<file path="config.mk">
export PLATFORM = sky130hd
export DESIGN_NAME = limn2600_bus_master
export DESIGN_NICKNAME = d
export VERILOG_FILES = /design/src/rtl/limn2600_bus_pkg.sv /design/src/rtl/limn2600_lane_align.sv /design/src/rtl/limn2600_bus_master.sv
export SDC_FILE = /design/constraint.sdc
export NUM_CORES = 1
export LEC_CHECK = 0
export CAP_MARGIN = 5
export CELL_PAD_IN_SITES_DETAIL_PLACEMENT = 0
export CELL_PAD_IN_SITES_GLOBAL_PLACEMENT = 1
export CORE_MARGIN = 1
export CORE_UTILIZATION = 32
export DETAILED_ROUTE_END_ITERATION = 6
export GPL_TIMING_DRIVEN = 0
export PLACE_DENSITY = 0.79
export SLEW_MARGIN = 40
export SYNTH_ARGS = -nofsm -noshare
export SYNTH_HDL_FRONTEND = slang
export SYNTH_HIERARCHICAL = 1
export SYNTH_SLANG_ARGS = --single-unit
</file>
<file path="constraint.sdc">
create_clock -name clk -period 7 [get_ports clk]
set_input_delay 1.4 -clock clk [delete_from_list [all_inputs] [get_ports clk]]
set_output_delay 1.4 -clock clk [all_outputs]
set_load 0.05 [all_outputs]
</file>
<file path="src/rtl/limn2600_bus_pkg.sv">
// Shared types for the Limn2600 bus master: access sizes, FSM state codes,
// the latched request record and the accept-time legality check.
// Optional feature macro: LIMN2600_BUS_RMW_EN (sub-word stores via read-modify-write).
package limn2600_bus_pkg;

    localparam int BUS_DATA_W = 32;

    typedef enum logic [1:0] {
        SZ_BYTE = 2'b00,
        SZ_HALF = 2'b01,
        SZ_WORD = 2'b10,
        SZ_ILL  = 2'b11
    } size_e;

    // FSM state encoding, kept as plain constants so legacy tools can read it
    typedef logic [2:0] state_t;
    localparam state_t ST_IDLE   = 3'd0;
    localparam state_t ST_RD     = 3'd1;
    localparam state_t ST_WR     = 3'd2;
    localparam state_t ST_RMW_RD = 3'd3;
    localparam state_t ST_RMW_WR = 3'd4;
    localparam state_t ST_RESP   = 3'd5;

    typedef struct packed {
        logic                  we;
        size_e                 size;
        logic                  sgn;
        logic [BUS_DATA_W-1:0] addr;
        logic [BUS_DATA_W-1:0] wdata;
    } req_t;

    // True when a request must be answered with an error and no bus cycle
    function automatic logic req_bad(input size_e sz, input logic [1:0] a, input logic we);
        logic bad;
        bad = 1'b0;
        case (sz)
            SZ_HALF: bad = a[0];
            SZ_WORD: bad = (a != 2'b00);
            SZ_ILL:  bad = 1'b1;
            default: bad = 1'b0;
        endcase
`ifndef LIMN2600_BUS_RMW_EN
        // without RMW there is no way to write a partial word
        if (we && (sz == SZ_BYTE || sz == SZ_HALF))
            bad = 1'b1;
`else
        if (we && 1'b0)
            bad = 1'b1;
`endif
        return bad;
    endfunction

endpackage

</file>
<file path="src/rtl/limn2600_lane_align.sv">
// Combinational byte-lane handling: load extract + zero/sign extend, and
// (with LIMN2600_BUS_RMW_EN) store merge of sub-word data into a read word.
module limn2600_lane_align
    import limn2600_bus_pkg::*;
(
    input  logic [1:0]            addr_lo,
    input  size_e                 size,
    input  logic                  sgn,
    input  logic [BUS_DATA_W-1:0] rdata,
`ifdef LIMN2600_BUS_RMW_EN
    input  logic [BUS_DATA_W-1:0] wdata,
    output logic [BUS_DATA_W-1:0] merged,
`endif
    output logic [BUS_DATA_W-1:0] load_data
);

    logic [BUS_DATA_W-1:0] shifted;

    // Little-endian: the addressed byte lane is shifted down to bit 0
    always_comb begin
        shifted   = rdata >> {addr_lo, 3'b000};
        load_data = shifted;
        case (size)
            SZ_BYTE: load_data = sgn ? {{24{shifted[7]}}, shifted[7:0]}
                                     : {24'h0, shifted[7:0]};
            SZ_HALF: load_data = sgn ? {{16{shifted[15]}}, shifted[15:0]}
                                     : {16'h0, shifted[15:0]};
            default: load_data = shifted;
        endcase
    end

`ifdef LIMN2600_BUS_RMW_EN
    // Replace only the addressed lane(s); halves are known to be aligned here
    always_comb begin
        merged = rdata;
        case (size)
            SZ_BYTE: merged[{addr_lo, 3'b000} +: 8] = wdata[7:0];
            SZ_HALF: merged[{addr_lo[1], 4'b0000} +: 16] = wdata[15:0];
            default: merged = wdata;
        endcase
    end
`endif

endmodule

</file>
<file path="src/rtl/limn2600_bus_master.sv">
// Limn2600 single-word bus initiator. One request in flight; one-cycle cs
// strobe per bus phase, rdy-or-timeout completion, one response pulse.
// Optional feature macro: LIMN2600_BUS_RMW_EN (sub-word stores via read-modify-write).
module limn2600_bus_master
    import limn2600_bus_pkg::*;
#(
    parameter int TIMEOUT = 16
) (
    input  logic                  clk,
    input  logic                  rst,
    input  logic                  req_valid,
    output logic                  req_ready,
    input  logic                  req_we,
    input  logic [1:0]            req_size,
    input  logic                  req_signed,
    input  logic [BUS_DATA_W-1:0] req_addr,
    input  logic [BUS_DATA_W-1:0] req_wdata,
    output logic                  rsp_valid,
    output logic [BUS_DATA_W-1:0] rsp_rdata,
    output logic                  rsp_err,
    output logic                  bus_cs,
    output logic                  bus_we,
    output logic [BUS_DATA_W-1:0] bus_addr,
    output logic [BUS_DATA_W-1:0] bus_wdata,
    input  logic                  bus_rdy,
    input  logic [BUS_DATA_W-1:0] bus_rdata
);

    state_t                state;
    req_t                  r;
    logic [7:0]            wait_cnt;
    logic [BUS_DATA_W-1:0] load_data;
    logic                  in_bus;
`ifdef LIMN2600_BUS_RMW_EN
    logic [BUS_DATA_W-1:0] merged;
`endif

    assign req_ready = (state == ST_IDLE) && !rst;
    assign in_bus    = (state == ST_RD) || (state == ST_WR) ||
                       (state == ST_RMW_RD) || (state == ST_RMW_WR);

    limn2600_lane_align u_align (
        .addr_lo   (r.addr[1:0]),
        .size      (r.size),
        .sgn       (r.sgn),
        .rdata     (bus_rdata),
`ifdef LIMN2600_BUS_RMW_EN
        .wdata     (r.wdata),
        .merged    (merged),
`endif
        .load_data (load_data)
    );

    // Request FSM; bus_cs and rsp_valid are single-cycle pulses by default-clear
    always_ff @(posedge clk or posedge rst) begin
        if (rst) begin
            state     <= ST_IDLE;
            r         <= '0;
            wait_cnt  <= 8'd0;
            rsp_valid <= 1'b0;
            rsp_err   <= 1'b0;
            rsp_rdata <= '0;
            bus_cs    <= 1'b0;
            bus_we    <= 1'b0;
            bus_addr  <= '0;
            bus_wdata <= '0;
        end else begin
            bus_cs    <= 1'b0;
            rsp_valid <= 1'b0;
            rsp_err   <= 1'b0;
            rsp_rdata <= '0;
            case (state)
                ST_IDLE: begin
                    if (req_valid) begin
                        r        <= '{we: req_we, size: size_e'(req_size), sgn: req_signed,
                                      addr: req_addr, wdata: req_wdata};
                        bus_addr <= {req_addr[31:2], 2'b00};
                        wait_cnt <= 8'd0;
                        if (req_bad(size_e'(req_size), req_addr[1:0], req_we)) begin
                            state     <= ST_RESP;
                            rsp_valid <= 1'b1;
                            rsp_err   <= 1'b1;
                        end else if (!req_we) begin
                            state  <= ST_RD;
                            bus_cs <= 1'b1;
                            bus_we <= 1'b0;
                        end else if (size_e'(req_size) == SZ_WORD) begin
                            state     <= ST_WR;
                            bus_cs    <= 1'b1;
                            bus_we    <= 1'b1;
                            bus_wdata <= req_wdata;
                        end else begin
`ifdef LIMN2600_BUS_RMW_EN
                            state  <= ST_RMW_RD;
                            bus_cs <= 1'b1;
                            bus_we <= 1'b0;
`else
                            state     <= ST_RESP;
                            rsp_valid <= 1'b1;
                            rsp_err   <= 1'b1;
`endif
                        end
                    end
                end
                ST_RESP: state <= ST_IDLE;
                default: begin
                    // rdy only counts after the cs cycle of the current phase
                    if (in_bus && !bus_cs) begin
                        if (bus_rdy) begin
`ifdef LIMN2600_BUS_RMW_EN
                            if (state == ST_RMW_RD) begin
                                state     <= ST_RMW_WR;
                                bus_cs    <= 1'b1;
                                bus_we    <= 1'b1;
                                bus_wdata <= merged;
                                wait_cnt  <= 8'd0;
                            end else
`endif
                            begin
                                state     <= ST_RESP;
                                rsp_valid <= 1'b1;
                                bus_we    <= 1'b0;
                                if (state == ST_RD)
                                    rsp_rdata <= load_data;
                            end
                        end else if (wait_cnt == 8'(TIMEOUT - 1)) begin
                            state     <= ST_RESP;
                            rsp_valid <= 1'b1;
                            rsp_err   <= 1'b1;
                            bus_we    <= 1'b0;
                        end else begin
                            wait_cnt <= wait_cnt + 8'd1;
                        end
                    end else if (!in_bus) begin
                        state <= ST_IDLE;
                    end
                end
            endcase
        end
    end

endmodule
</file>
==> run metrics <==
non-filler cells in the finished layout=937; number of CTS-inserted buffers=17; total setup buffers inserted after CTS=0; initial DRC count=134; Pwr Total=3.567 mW; pins over their slew limit=0; actual slew at the worst max-slew pin=0.6880 ns; CTS Sinks=114; CTS resizes=0; largest net degree at the start of global routing=79; post-route cell area=8135 µm²; Synth Register Bits=114; clk_lat worst skew=0.40 ns; DR WL/cell=15.28 µm; clock network fraction of design power=24.2%; Leak=3.681 nW; worst stage delay on the critical path=0.80 ns; Post-DP HPWL=10810 µm; switching pwr=1.490 mW; EDFF count, synth=0; Setup crit end kind=primary output; Port Buffers=202; layout cell share with drive strength beyond 1=12.76%; hold_buf cts=0; Crit Path Max Fanout=2; Power per Cell Area=438.4 nW/µm²; TritonCTS clock tree=done; slowest CP cell=clkdlybuf4s50_1; vias in the first global route=4471; Max-Cap Viols=0; WL final=14320 µm; area of the multi-input gates=2163 µm²; Fmax=0.2349 GHz; most frequent cells in the layout=clkdlybuf4s50_1 (202), nand2_1 (119), dfrtp_1 (114); crit path launch type=primary input; sequential-to-total area share from yosys stat=54.81%; fin crit period=4.257 ns; GRT overflow=0; Post-Route Skew=0.01017 ns; Avg Cell Area, Syn=10.69 µm²; Net Sw Frac=41.78%; Final nets=815; DRC violations left=0; clk buf depth=2; # rows=46; Slew HR=53.48%; Antenna Nets Post-Route=0; Worst EP required=5.60 ns; Die Ht=129.5 µm; via/cell ratio=4.631; synthesized instance count=487; register area=2853 µm²; crit-path cells=clkdlybuf4s50_1 -> nor2_1 -> clkdlybuf4s50_1; number of diodes=0; Mapped Area=5205 µm²; H-tree lvl count=4; fin crit share=60.82%; die area=16780 µm²; first-pass GRT wire length=22730 µm; clock-pin slew on the worst setup and hold paths=0.05 ns; Primary FF master, synth=dfrtp_1; RSZ-0062 raised after global routing=false; initial antenna violation count=0; first-pass detailed-route iteration total=5; ys async rst share=100.0%; Internal Dissipation=2.077 mW; die width=129.5 µm; IO Count=205; CTS root buf=clkbuf_16; Combinational Power Share=48.7%; Fillers=1460; Hold WC Path Type=register to register; Final TNS setup=0 ns; core area=15890 µm²; worst setup path class=primary input to primary output; total number of vias=4339; Reg power frac=27.1%; Crit path top cell by count=clkdlybuf4s50_1; status=finished clean; Synth cell types=57; VDD IR max=0.0003226 V; Hold Vio Cnt, Final=0; Final Util=51.21%; Placer Congestion=0.8749; Area Growth Syn to Fin=56.30%; crit path DAT=2.86 ns; synth warn=6; placed instance count=907; Initial Util=32.77%; commonest non-fill, non-tap cell in the layout=clkdlybuf4s50_1; Placed Area=7536 µm²; Total GRT Usage=17.85%; final setup fails=0
==> cells by family after synthesis <==
group	Yosys count	synth area share [%]
muxes	55	11.54
adders and majority gates	1	0.2403
AOI/OAI and AO/OA	73	10.58
DFF	114	54.81
and+or+nand+nor	207	18.89
other	1	0.07205
xor gates and xnor gates	1	0.1683
buffers and inverters	35	3.702
==> through the flow <==
stage               hold WS [ns]  setup slack (ns)
floorplan                 0.4684             2.584
global placement          0.4598            0.9500
detailed placement        0.4625             2.743
CTS                       0.4758             2.738
global route              0.4860             2.694
finish                    0.4707             2.743
==> routing by layer <==
metal | vias up | GRT usage (%) | wire length [µm]
met2 | 176 | 29.51 | 6707
li1 | 2094 | - | -
met1 | 2051 | 21.39 | 6191
met4 | 0 | 7.661 | 256
met3 | 18 | 5.739 | 1164
met5 | - | 0 | 0
==> sequential cells by signal, summed over array words and instances, names as in the netlist <==
register / flops
bus_we: 1
rsp_rdata: 32
state: 3
bus_addr: 30
bus_wdata: 32
rsp_valid: 1
bus_cs: 1
wait_cnt: 8
r: 5
rsp_err: 1
==> synthesized netlist by cell type, types with 3 or more instances <==
master     count  area [µm²]
nand2_1      119       446.7
buf_6          6       67.56
a21boi_0       7       52.55
nor2b_1        9       56.30
o21a_1         3       22.52
o2bb2ai_1      8       70.07
mux2i_1       20       200.2
and3_1         3       18.77
buf_1          3       11.26
nor2_1         8       30.03
o21ai_0        5       25.02
o22ai_1        6       37.54
and2_1        34       212.7
a21oi_1       20       100.1
dfrtp_1      114        2853
buf_2          7       35.03
mux2_1         4       45.04
clkbuf_1      15       56.30
nand3_1        9       45.04
or2_2          6       37.54
a211oi_1       9       67.56
mux2_2        29       326.6
==> power by group through the flow <==
stage / Clock (mW) / Combinational, mW / Sequential (mW)
6_report: 0.863 / 1.74 / 0.967
5_1_grt: 0.922 / 1.85 / 0.992
4_1_cts: 0.886 / 1.75 / 0.971
3_5_place_dp: 0 / 1.74 / 0.978
3_3_place_gp: 0 / 1.72 / 0.965
2_1_floorplan: 0 / 0.608 / 1.53
==> final timing paths <==
check / startpoint / endpoint / slack [ns] / depth (start not counted)
hold / removal: bus_addr[15] / bus_addr[15] / 0.47 / 2
min in group asynchronous: rst / bus_wdata[24] / 1.40 / 2
setup reg to reg: state[2] / r[64] / 4.73 / 8
setup / recovery: rst / req_ready / 2.74 / 3
hold reg to reg: bus_addr[15] / bus_addr[15] / 0.47 / 2
max in group asynchronous: rst / state[0] / 4.91 / 3
==> cell type report <==
type	instances	share of cell area, %
buffer	33	2.276
inverter	2	0.1846
multi-input combinational	339	26.59
clock buffer	26	6.506
timing repair buffer	203	25.19
sequential	114	35.07
clock inverter	4	0.8613
tap	216	3.322
==> critical path: cells and delay by family <==
kind	cells	cell delay, ns
buffers and inverters	2	1.31
and+or+nand+nor	1	0.14
Power figures use the tool's default switching activity.
